--- src/rtl/periph_bus_pkg.sv ---
// -----------------------------------------------------------------------------
// periph_bus_pkg
// Shared definitions for the CPU data-side peripheral bus controller:
//   - FSM state encoding of the transfer controller
//   - slave index map (RAM plus the memory-mapped peripherals)
//   - width of the wait-state / timeout counter
// Imported by periph_bus_decode and periph_bus_ctrl.
// -----------------------------------------------------------------------------
package periph_bus_pkg;

    typedef enum logic [1:0] {
        IDLE   = 2'd0,
        ACCESS = 2'd1,
        RESP   = 2'd2
    } bus_state_t;

    // Slave index map. Peripheral k sits at PERIPH_BASE window offset
    // addr[7:4] = k-1.
    localparam int SLV_RAM    = 0;
    localparam int SLV_LED    = 1;
    localparam int SLV_BUTTOM = 2;
    localparam int SLV_SWITCH = 3;
    localparam int SLV_TUBE   = 4;
    localparam int SLV_UART   = 5;
    localparam int SLV_TIMER  = 6;

    // Wide enough for the largest supported TIMEOUT (1023).
    localparam int CNT_W = 10;

endpackage

--- src/rtl/periph_bus_decode.sv ---
// -----------------------------------------------------------------------------
// periph_bus_decode
// Combinational address decoder shared by the data-side and instruction-side
// bus controllers.
//   - top byte != PERIPH_BASE           -> slave 0 (RAM)
//   - top byte == PERIPH_BASE           -> slave addr[7:4]+1 if below N_SLV
//   - otherwise                         -> unmapped (valid = 0)
// Ports:
//   addr   in  ADDR_W  address to decode
//   valid  out 1       address maps onto an existing slave
//   index  out 4       decoded slave index (0 when unmapped)
//   onehot out N_SLV   one-hot select of the decoded slave (0 when unmapped)
// -----------------------------------------------------------------------------
module periph_bus_decode
    import periph_bus_pkg::*;
#(
    parameter int         ADDR_W      = 16,
    parameter int         N_SLV       = 8,
    parameter logic [7:0] PERIPH_BASE = 8'hFF
) (
    input  logic [ADDR_W-1:0] addr,
    output logic              valid,
    output logic [3:0]        index,
    output logic [N_SLV-1:0]  onehot
);

    logic       in_window;
    logic [4:0] periph_idx;
    // Only the top byte and addr[7:4] take part in decoding.
    logic       addr_unused;

    assign addr_unused = ^addr;
    assign in_window   = (addr[ADDR_W-1 -: 8] == PERIPH_BASE);
    // One bit wider than the index so that nibble 15 + 1 does not wrap to 0.
    assign periph_idx  = {1'b0, addr[7:4]} + 5'd1;

    always_comb begin
        valid = 1'b0;
        index = 4'd0;
        if (!in_window) begin
            valid = 1'b1;
            index = 4'(SLV_RAM);
        end else if (periph_idx < 5'(N_SLV)) begin
            valid = 1'b1;
            index = periph_idx[3:0];
        end
    end

    always_comb begin
        onehot = '0;
        for (int k = 0; k < N_SLV; k++) begin
            onehot[k] = valid && (index == 4'(k));
        end
    end

endmodule

--- src/rtl/periph_bus_ctrl.sv ---
// -----------------------------------------------------------------------------
// periph_bus_ctrl
// CPU data-side bus controller: decodes the load/store address onto RAM
// (slave 0) and the memory-mapped peripherals (LED, Buttom, Switch, Tube,
// UART, Timer), runs a registered req/ready handshake with wait states,
// a wait timeout with error response and an unmapped-address error.
//
// Optional feature macro: PERIPH_BUS_IRQ_EN
//   defined   : per-slave pending interrupt latched on s_irq rising edges,
//               cleared by a read of that slave; irq/irq_id registered.
//   undefined : irq = 0, irq_id = 0.
//
// Ports:
//   clk      in   1             system clock
//   rst      in   1             asynchronous reset, active-high
//   m_req    in   1             master request (sampled in IDLE only)
//   m_we     in   1             1 = write, 0 = read
//   m_addr   in   ADDR_W        master address
//   m_wdata  in   DATA_W        master write data
//   m_rdata  out  DATA_W        read data, valid while m_ready = 1
//   m_ready  out  1             one-cycle completion pulse
//   m_err    out  1             error flag, qualified by m_ready
//   s_sel    out  N_SLV         one-hot slave select, held through ACCESS
//   s_we     out  1             registered write enable
//   s_addr   out  ADDR_W        registered address
//   s_wdata  out  DATA_W        registered write data
//   s_rdata  in   N_SLV*DATA_W  packed slave read data (slave k at k*DATA_W)
//   s_ready  in   N_SLV         per-slave ready
//   s_irq    in   N_SLV         per-slave interrupt level
//   irq      out  1             aggregated interrupt
//   irq_id   out  4             lowest pending slave index
// -----------------------------------------------------------------------------
module periph_bus_ctrl
    import periph_bus_pkg::*;
#(
    parameter int         ADDR_W      = 16,
    parameter int         DATA_W      = 16,
    parameter int         N_SLV       = 8,
    parameter logic [7:0] PERIPH_BASE = 8'hFF,
    parameter int         TIMEOUT     = 255
) (
    input  logic                    clk,
    input  logic                    rst,
    input  logic                    m_req,
    input  logic                    m_we,
    input  logic [ADDR_W-1:0]       m_addr,
    input  logic [DATA_W-1:0]       m_wdata,
    output logic [DATA_W-1:0]       m_rdata,
    output logic                    m_ready,
    output logic                    m_err,
    output logic [N_SLV-1:0]        s_sel,
    output logic                    s_we,
    output logic [ADDR_W-1:0]       s_addr,
    output logic [DATA_W-1:0]       s_wdata,
    input  logic [N_SLV*DATA_W-1:0] s_rdata,
    input  logic [N_SLV-1:0]        s_ready,
    input  logic [N_SLV-1:0]        s_irq,
    output logic                    irq,
    output logic [3:0]              irq_id
);

    bus_state_t        state;
    logic [CNT_W-1:0]  wait_cnt;
    logic [3:0]        sel_idx;

    logic              dec_valid;
    logic [3:0]        dec_idx;
    logic [N_SLV-1:0]  dec_onehot;

    logic              sel_ready;
    logic [DATA_W-1:0] sel_rdata;

    // Decoding m_addr in IDLE is the same as decoding the latched address,
    // since the latch happens on the very edge the decision is taken.
    periph_bus_decode #(
        .ADDR_W      (ADDR_W),
        .N_SLV       (N_SLV),
        .PERIPH_BASE (PERIPH_BASE)
    ) u_decode (
        .addr   (m_addr),
        .valid  (dec_valid),
        .index  (dec_idx),
        .onehot (dec_onehot)
    );

    // Only the selected slave's ready and read data are ever looked at.
    always_comb begin
        sel_ready = 1'b0;
        sel_rdata = '0;
        for (int k = 0; k < N_SLV; k++) begin
            if (sel_idx == 4'(k)) begin
                sel_ready = s_ready[k];
                sel_rdata = s_rdata[k*DATA_W +: DATA_W];
            end
        end
    end

    always_ff @(posedge clk or posedge rst) begin
        if (rst) begin
            state    <= IDLE;
            wait_cnt <= '0;
            sel_idx  <= '0;
            m_rdata  <= '0;
            m_ready  <= 1'b0;
            m_err    <= 1'b0;
            s_sel    <= '0;
            s_we     <= 1'b0;
            s_addr   <= '0;
            s_wdata  <= '0;
        end else begin
            m_ready <= 1'b0;
            case (state)
                IDLE: begin
                    if (m_req) begin
                        s_we    <= m_we;
                        s_addr  <= m_addr;
                        s_wdata <= m_wdata;
                        sel_idx <= dec_idx;
                        if (dec_valid) begin
                            s_sel <= dec_onehot;
                            state <= ACCESS;
                        end else begin
                            m_rdata <= '0;
                            m_err   <= 1'b1;
                            m_ready <= 1'b1;
                            state   <= RESP;
                        end
                    end
                end

                ACCESS: begin
                    wait_cnt <= wait_cnt + 1'b1;
                    // Ready is tested first so a late ready on the last
                    // allowed cycle still completes without error.
                    if (sel_ready) begin
                        m_rdata <= s_we ? '0 : sel_rdata;
                        m_err   <= 1'b0;
                        m_ready <= 1'b1;
                        s_sel   <= '0;
                        state   <= RESP;
                    end else if (wait_cnt == CNT_W'(TIMEOUT)) begin
                        m_rdata <= '0;
                        m_err   <= 1'b1;
                        m_ready <= 1'b1;
                        s_sel   <= '0;
                        state   <= RESP;
                    end
                end

                RESP: begin
                    wait_cnt <= '0;
                    state    <= IDLE;
                end

                default: begin
                    wait_cnt <= '0;
                    s_sel    <= '0;
                    state    <= IDLE;
                end
            endcase
        end
    end

`ifdef PERIPH_BUS_IRQ_EN
    logic [N_SLV-1:0] s_irq_q;
    logic [N_SLV-1:0] pending;
    logic [N_SLV-1:0] irq_clr;
    logic [3:0]       lowest_pending;

    // A read that starts an access to a slave acknowledges its interrupt.
    assign irq_clr = (state == IDLE && m_req && dec_valid && !m_we) ? dec_onehot : '0;

    always_comb begin
        lowest_pending = 4'd0;
        for (int k = N_SLV - 1; k >= 0; k--) begin
            if (pending[k]) begin
                lowest_pending = 4'(k);
            end
        end
    end

    always_ff @(posedge clk or posedge rst) begin
        if (rst) begin
            s_irq_q <= '0;
            pending <= '0;
            irq     <= 1'b0;
            irq_id  <= 4'd0;
        end else begin
            s_irq_q <= s_irq;
            // OR-ing the new edges after the clear makes a set win.
            pending <= (pending & ~irq_clr) | (s_irq & ~s_irq_q);
            irq     <= |pending;
            irq_id  <= lowest_pending;
        end
    end
`else
    logic s_irq_unused;

    assign s_irq_unused = ^s_irq;
    assign irq          = 1'b0;
    assign irq_id       = 4'd0;
`endif

endmodule
--- config.mk ---
export PLATFORM = sky130hd
export DESIGN_NAME = periph_bus_ctrl
export DESIGN_NICKNAME = d
export VERILOG_FILES = /design/src/rtl/periph_bus_pkg.sv /design/src/rtl/periph_bus_decode.sv /design/src/rtl/periph_bus_ctrl.sv
export SDC_FILE = /design/constraint.sdc
export NUM_CORES = 1
export LEC_CHECK = 0
export CORE_AREA = 2 2 100 112
export DETAILED_ROUTE_END_ITERATION = 7
export DIE_AREA = 0 0 102 114
export GPL_ROUTABILITY_DRIVEN = 0
export GPL_TIMING_DRIVEN = 0
export PLACE_DENSITY = 0.88
export SKIP_CTS_REPAIR_TIMING = 1
export SLEW_MARGIN = 20
export SYNTH_ARGS = -nofsm -noshare
export SYNTH_HDL_FRONTEND = slang
export SYNTH_SLANG_ARGS = --single-unit
--- constraint.sdc ---
create_clock -name clk -period 6.3 [get_ports clk]
set_clock_uncertainty 0.05 [all_clocks]
set_input_delay 1.575 -clock clk [delete_from_list [all_inputs] [get_ports clk]]
set_output_delay 1.575 -clock clk [all_outputs]
set_load 0.1 [all_outputs]
# Word level (Yosys, flattened, before mapping)
# Cells that the tools add are included.
# totals
ff_bits,75
output_inout_bits,64
# classes
mux,47
bitwise,1
reduce_logical,16
n_lt_le_gt_ge,1
eq_ne,22
add_sub_neg,2
# op_table
operator,n
2-to-1 mux 16 bit,13
== test 4 x 3 -> 1 bit (second input constant),8
2-to-1 mux 8 bit,4
one-hot mux 16 bit (2 select lines),1
one-hot mux 8 bit (3 select lines),1
one-hot mux 10 bit (2 select lines),1
2-to-1 mux 1 bit,18
== test 4 x 2 -> 1 bit (second input constant),4
adder 10 x 1 -> 10 bit (second input constant),1
== test 10 x 8 -> 1 bit (second input constant),1
== test 4 x 1 -> 1 bit (second input constant),2
== test 8 bit (second input constant),1
logical AND 1 bit,8
logical NOT 4 bit,2
2-to-1 mux 2 bit,4
2-to-1 mux 4 bit,2
AND reduction 4 bit,2
adder 4 x 1 -> 5 bit (second input constant),1
less-than comparator 5 x 4 -> 1 bit (second input constant),1
!= test 2 bit (second input constant),2
one-hot mux 1 bit (2 select lines),2
one-hot mux 2 bit (2 select lines),1
AND reduction 2 bit,2
!= test 3 bit (second input constant),1
other kinds (6),6

# Logic depth before layout (Yosys ltp)
# depth
ltp_word,12
depth_mapped,8
depth_no_buf,6

# Modules after synthesis
# From an unflattened synthesis, not the netlist that was laid out.
# unflattened
hier_cells,453
hier_area_um2,4481.8
# by_module_without_submodules
mod,seq_area_each_um2,area_each_um2,cells_each,instances
periph_bus_ctrl,1876.8,4196.5,416,1
periph_bus_decode,0.0,285.3,37,1

# Least setup slack after synthesis
# Ideal clock, no wire load.
# synth_timing
path_type,input to register
from,in m_addr[4]
to,reg s_sel[0]
setup_time_ps,126
required_ps,6124
slack_ps,3140
cell_stages,7
arrival_time_ps,2984
n_path_buf,1
cell_sequence,ha_1 nand2b_1 mux2i_1 o211a_1 o32a_1 buf_6 mux2_4
# synth_via
elab_chain_cells,9
# synth_rtl
element,line,source
start: declaration,periph_bus_ctrl.sv:46,"input logic [ADDR_W-1:0] m_addr,"
adder 4 x 1 -> 5 bit (*),periph_bus_decode.sv:35,"assign periph_idx = {1'b0, addr[7:4]} + 5'd1;"
less-than comparator 5 x 4 -> 1 bit,periph_bus_decode.sv:43,end else if (periph_idx < 5'(N_SLV)) begin
2-to-1 mux 4 bit,periph_bus_decode.sv:43,
2-to-1 mux 4 bit,periph_bus_decode.sv:40,if (!in_window) begin
logical NOT 4 bit,periph_bus_decode.sv:52,onehot[k] = valid && (index == 4'(k));
logical AND 1 bit,periph_bus_decode.sv:52,
2-to-1 mux 8 bit,periph_bus_ctrl.sv:119,if (dec_valid) begin
2-to-1 mux 8 bit,periph_bus_ctrl.sv:114,if (m_req) begin
one-hot mux 8 bit (3 select lines),periph_bus_ctrl.sv:112,case (state)
end signal: assignment,periph_bus_ctrl.sv:120,s_sel <= dec_onehot;
end: declaration,periph_bus_ctrl.sv:51,"output logic [N_SLV-1:0] s_sel,"
# Every way passes the cells marked *; elsewhere a longest branch is shown, timed or not. The select of a mux whose other input is x is not followed.
# A chain may end at the register's enable or synchronous reset.

# Worst setup path after layout
# layout_timing
from,in m_addr[4]
to,reg m_rdata[7]
# layout_via
elab_chain_cells,6
# layout_rtl
element,line,source
adder 4 x 1 -> 5 bit,periph_bus_decode.sv:35,
less-than comparator 5 x 4 -> 1 bit,periph_bus_decode.sv:43,
2-to-1 mux 1 bit,periph_bus_decode.sv:43,
2-to-1 mux 1 bit,periph_bus_decode.sv:40,
!= test 2 bit (no source line),-,
AND reduction 4 bit (no source line),-,
end signal: assignment,periph_bus_ctrl.sv:136,m_rdata <= s_we ? '0 : sel_rdata;
end: declaration,periph_bus_ctrl.sv:48,"output logic [DATA_W-1:0] m_rdata,"
# No other way between the ends.

==> results.md <==
* Crit path max-delay cell type: clkdlybuf4s50_1
* RSZ-0062 raised after global routing: no
* Vias per cell at approximately 5.3
* Layout cells sized above 1 at about an eighth
* Setup TNS at 0 ns
* IO Count at roughly 240
* Pwr dens at 162 mW/mm^2
* Initial core utilization at between 40% and 50%
* Via count at 4537
* DR DRC count at 0
* Die Y at 114 um
* CTS sink cnt at 75
* CTS Buf Count at 9
* Routed wire length at ~17000 um
* Number of synthesized flops with an enable pin at 0
* Hold Slack at between 0.4 and 0.5 ns
* Cell depth of the worst hold path at 2
* Worst min-delay path class: flip-flop to flip-flop
* Largest net degree at the start of global routing at 51
* Setup CP Type: input port to flip-flop
* CP required at ~6.5 ns
* Status: completed
* Number of global-route vias before repair at 4763
* Final Hold Fails at 0
* Max VDD drop at roughly 0.15 mV
* Clk_lat worst skew at between 0.3 and 0.4 ns
* Sequential area share after synthesis at around 44%
* Slew Viols, Final at 0
* Slew @ Worst Pin at 1.05 ns
* Power consumption at about 1200 uW
* Leakage at a little over 0.003 uW
* Final setup vio count at 0
* Final min period at 3.67 ns
* FF-to-FF path depth at 6
* Die X at 102 um
* DRT antenna net count at 0
* Cell area after synthesis at around 0.0043 mm^2
* #FFs+latches synth at 75
* Max_cap viols at 0
* Synth cell types at between 50 and 60
* GRT overflow at 0
* Max Clock Freq at about 270 MHz
* Yosys warns at 0
* Max incr delay on CP at ~0.50 ns
* Tcrit/Tclk final at 58.3%
* Drt first pass iters at 6
* CORE AREA at about 0.011 mm^2
* Die area at ~0.012 mm^2
* Clock transition at path regs at about 0.060 ns
* Gate Count Post-Synth at 445
* Worst Path Max Fanout at 10
* Critical path data arrival time at approximately 3.9 ns
* Row cnt at 40
* Filler instances at 834
* CP Launch Type: input port
* # H-tree levels at 3
* Clk buf depth at 2
* Avg WL per Cell at around 20 um
* Syn Area/Cell at between 9 and 10 um^2
* Top cell by count, worst path: buf_2
* First-pass GRT wire length at 24700 um
* Crit-path cells: clkdlybuf4s50_1, ha_1, nand2b_1, mux2i_1, or3_1, buf_2, buf_2, nand2_1, o22ai_2
* CTS root buffer: clkbuf_16
* Slew HR at between 20% and 30%
* Area growth, synth to finish at 65.8%
* Synth Flop Type: dfrtp_1
* Critical Path End Type: flip-flop
* GRT Overall Usage at between 20% and 30%
* 1st-iter DRT viols at ~220
* Cell area after layout at slightly above 0.007 mm^2
* PortBufs at 230
* Final HPWL from detailed placement at 13400 um
* Final nets at ~870
* Initial antenna violation count at 7
* Post-DP Area at 0.00684 mm^2
* FFs w/ async S/R, synth at 100%
* Layout Utilization at about 67%
* TritonCTS clock tree: built
per-stage QoR:
stage / instances / setup WS (ns)
global route: 844 / 2.43
floorplan: 449 / 2.77
CTS: 843 / 2.63
finish: 849 / 2.63
detailed placement: 827 / 2.32
global placement: 826 / 1.57
final timing paths:
| kind | start | end | slack, ns |
|---|---|---|---|
| worst max-delay path | m_addr[4] | m_rdata[7] | 2.63 |
| worst min-delay path | s_wdata[11] | s_wdata[11] | 0.43 |
| worst max register to register | sel_idx[2] | m_rdata[7] | 4.10 |
| worst min register to register | s_wdata[11] | s_wdata[11] | 0.43 |
| max in group asynchronous | rst | wait_cnt[4] | 4.08 |
| min in group asynchronous | rst | s_wdata[14] | 1.53 |
worst max-delay path, delay by kind of cell:
family | cells | cell delay (ns)
buffers and inverters | 3 | 0.97
multiplexers | 1 | 0.46
AND/OR/NAND/NOR | 3 | 0.42
adder cells (fa/ha/maj) | 1 | 0.28
AO/OA/AOI/OAI | 1 | 0.15
per-layer routing:
| metal | track usage [%] | vias up | routed length [um] |
|---|---|---|---|
| met5 | 0 | - | 27 |
| met4 | 12.5 | 4 | 725 |
| met3 | 12.4 | 51 | 1910 |
| met2 | 47.0 | 240 | 7900 |
| met1 | 30.8 | 2170 | 6110 |
| li1 | - | 2072 | - |
kinds of logic (layout without fill, tap and decap cells):
group | Yosys count | in the layout | share of synthesized area [%]
other cells | 1 | 11 | 0.0871
fa+ha+maj | 2 | 2 | 0.581
mux | 40 | 40 | 13.9
buf+inv | 50 | 297 | 5.96
xor+xnor | 8 | 8 | 1.63
simple gates | 182 | 182 | 18.1
flops | 75 | 75 | 43.6
compound gates | 87 | 87 | 16.1
area by class of cell:
cell class                 count  area (um^2)  share of cell area, %
sequential                    75         1880                   26.3
clock buffer                  12          236                   3.31
tap                          147          184                   2.58
timing repair buffer         231         2330                   32.6
antenna                        6         15.0                  0.210
inverter                      12         47.5                  0.666
buffer                        38          211                   2.96
multi-input combinational    324         2190                   30.6
clock inverter                 4         51.3                  0.718
Yosys cell counts (4+ instances only):
library cell	instances	share of area, %
xor2_1	6	1.2
mux2_4	4	1.4
a21oi_1	8	0.93
clkbuf_1	11	0.96
o22ai_2	10	2.9
o21ai_0	11	1.3
o22a_1	11	2.2
nand4_1	6	0.87
nor3_1	6	0.70
o221ai_1	14	2.8
buf_2	13	1.5
nand3_1	4	0.46
nand2b_1	8	1.2
or3_1	5	0.73
dfrtp_1	75	44
mux2i_1	10	2.3
mux2_2	13	3.4
nor2_1	20	1.7
o22ai_1	11	1.6
buf_4	8	1.4
nand2_1	123	11
mux4_2	13	6.8
inv_1	11	0.96
power breakdown:
group / leakage [uW] / internal (uW) / switching [uW]
combinational: 0.00197 / 115 / 58.5
sequential: 0.000992 / 482 / 0
clock: 0.000137 / 307 / 193
registers in the layout, indices dropped and copies added, names as in the netlist, 2 cells and up:
register  cells
m_rdata      16
s_addr       16
s_wdata      16
wait_cnt     10
s_sel         8
sel_idx       4
state         2
cells in the final DEF, fill, tap and decap left out, drive strengths merged, types with 5 or more instances in the layout:
master and instances:
clkbuf 23, mux2 17, nand4 6, inv 12
nor2 21, dfrtp 75, clkdlybuf4s50 230, o221ai 14
a21oi 8, conb 5, nand2 123, nor3 6
nand2b 8, mux4 13, or3 5, mux2i 10
xor2 6, diode 6, buf 28, o22a 11
o22ai 21, o21ai 13
(Power assumes the default switching activity.)
==> variant (same flow settings) <==
`N_SLV` is set to 8 in 2 places; all go to 4.
--- a/src/rtl/periph_bus_decode.sv
+++ b/src/rtl/periph_bus_decode.sv
@@ -17,3 +17,3 @@
     parameter int         ADDR_W      = 16,
-    parameter int         N_SLV       = 8,
+    parameter int         N_SLV       = 4,
     parameter logic [7:0] PERIPH_BASE = 8'hFF
--- a/src/rtl/periph_bus_ctrl.sv
+++ b/src/rtl/periph_bus_ctrl.sv
@@ -37,3 +37,3 @@
     parameter int         DATA_W      = 16,
-    parameter int         N_SLV       = 8,
+    parameter int         N_SLV       = 4,
     parameter logic [7:0] PERIPH_BASE = 8'hFF,
Ports: changed (resized s_irq, s_rdata, s_ready and s_sel); port bits go from 244 to 168. The function was not compared with the original's and may differ.
==> variant against the original RTL <==
Sequential cell count is 4 lower; die area unchanged; area after synthesis down 20%; cell area decreased by 23%; sequential share of layout area increased by 5.9 points; non-clock buffer count fell by 84; worst hold slack worse by 0.0057 ns; wire length fell by 37%; setup slack better by 0.060 ns; synthesized cell count shrank 20%; highest routed layer is now met4.
Power is left out: it rests on default switching activity, and per cell area and clock period it moved more than threefold.
==> variant: results (changes against the original RTL) <==
* Post-synth cell types at 40 (-29%)
* IO Port Bufs at 158 (-31%)
* Pre-CTS setup slack at 2.34 ns (+0.0165 ns)
* Placed Area at 5240 sq um (-23%)
* Final #Nets at 640 (-27%)
* Fraction of layout cells with a size suffix above 1 at 10.5% (-1.3 points)
* Vias per std cell at 4.72 (-12%)
* Largest net degree at the start of global routing at 40 (-22%)
* Register area share after synthesis at 51.7% (+8.1 points)
* Synth top area cells: dfrtp_1 (52%), nand2_1 (12%), mux2_2 (9.8%)
* GRT Total Usage at 17.9% (-10 points)
* 1st-pass router iterations at 4 (-2)
* Area of the multi-input gates at 1520 sq um (-30%)
* Detailed-placement wirelength estimate at 7990 um (-40%)
* Initial DRC Count at 142 (-35%)
* # diodes at 0 (-6)
* CP max FO at 8 (-2)
* Synth cell count leaders: nand2_1 (112), dfrtp_1 (71), mux2_2 (30)
* Initial antenna violation count at 0 (-7)
* First-pass GRT wire length at 16,200 um (-34%)
* Critical Path Max Stage Delay at 0.55 ns (+0.05 ns)
* Status: finished clean
* Vias in the first global route at 3,372 (-29%)
* Arrival time at the worst endpoint at 3.77 ns (-0.10 ns)
* Slew headroom at 32.5% (+2.5 points)
* Drt total wl at 10,500 um (-37%)
variant: path summary, 6_finish.rpt:
kind                       slack [ns]                 endpoint              startpoint
hold / removal                   0.42   s_wdata[4]$_DFFE_PP0P_  s_wdata[4]$_DFFE_PP0P_
min in group asynchronous        1.56  s_wdata[13]$_DFFE_PP0P_                     rst
setup / recovery                 2.69     s_sel[1]$_DFFE_PP0P_               m_addr[4]
setup reg to reg                 3.92     s_sel[1]$_DFFE_PP0P_  sel_idx[0]$_DFFE_PP0P_
max in group asynchronous        4.10  wait_cnt[5]$_DFFE_PP0N_                     rst
hold reg to reg                  0.42   s_wdata[4]$_DFFE_PP0P_  s_wdata[4]$_DFFE_PP0P_
variant: logic make-up (layout without fill, tap and decap cells):
logic type / Yosys count / count (layout) / synth area share [%]
compound gates: 51 / 51 / 10.5
xor+xnor: 8 / 8 / 2.04
fa+ha+maj: 2 / 2 / 0.728
buf+inv: 33 / 208 / 4.51
flops: 71 / 71 / 51.7
mux: 35 / 35 / 11.3
other cells: 1 / 5 / 0.109
simple gates: 155 / 155 / 19.1
variant: final cells by class:
cell class,count,area share (%)
timing repair buffer,159,29.0
sequential,71,32.2
inverter,7,0.521
clock buffer,13,4.72
multi-input combinational,256,27.6
buffer,26,2.34
tap,147,3.33
clock inverter,3,0.317
variant: stage by stage:
stage / instances / hold slack [ns]
floorplan: 360 / 0.413
global placement: 665 / 0.409
detailed placement: 666 / 0.414
CTS: 682 / 0.427
global route: 682 / 0.443
finish: 682 / 0.421
variant: worst max-delay path, delay by kind of cell:
| family | cells | cell delay, ns |
|---|---|---|
| muxes | 1 | 0.39 |
| buffers and inverters | 1 | 0.55 |
| adders and majority gates | 1 | 0.28 |
| AOI/OAI and AO/OA | 3 | 0.82 |
| and+or+nand+nor | 1 | 0.15 |
variant: routing by layer:
layer	GRT usage, %	share of wire [%]
met1	19.8	39
met4	6.58	2.5
met5	0	0
met3	5.58	7.8
met2	32.1	51
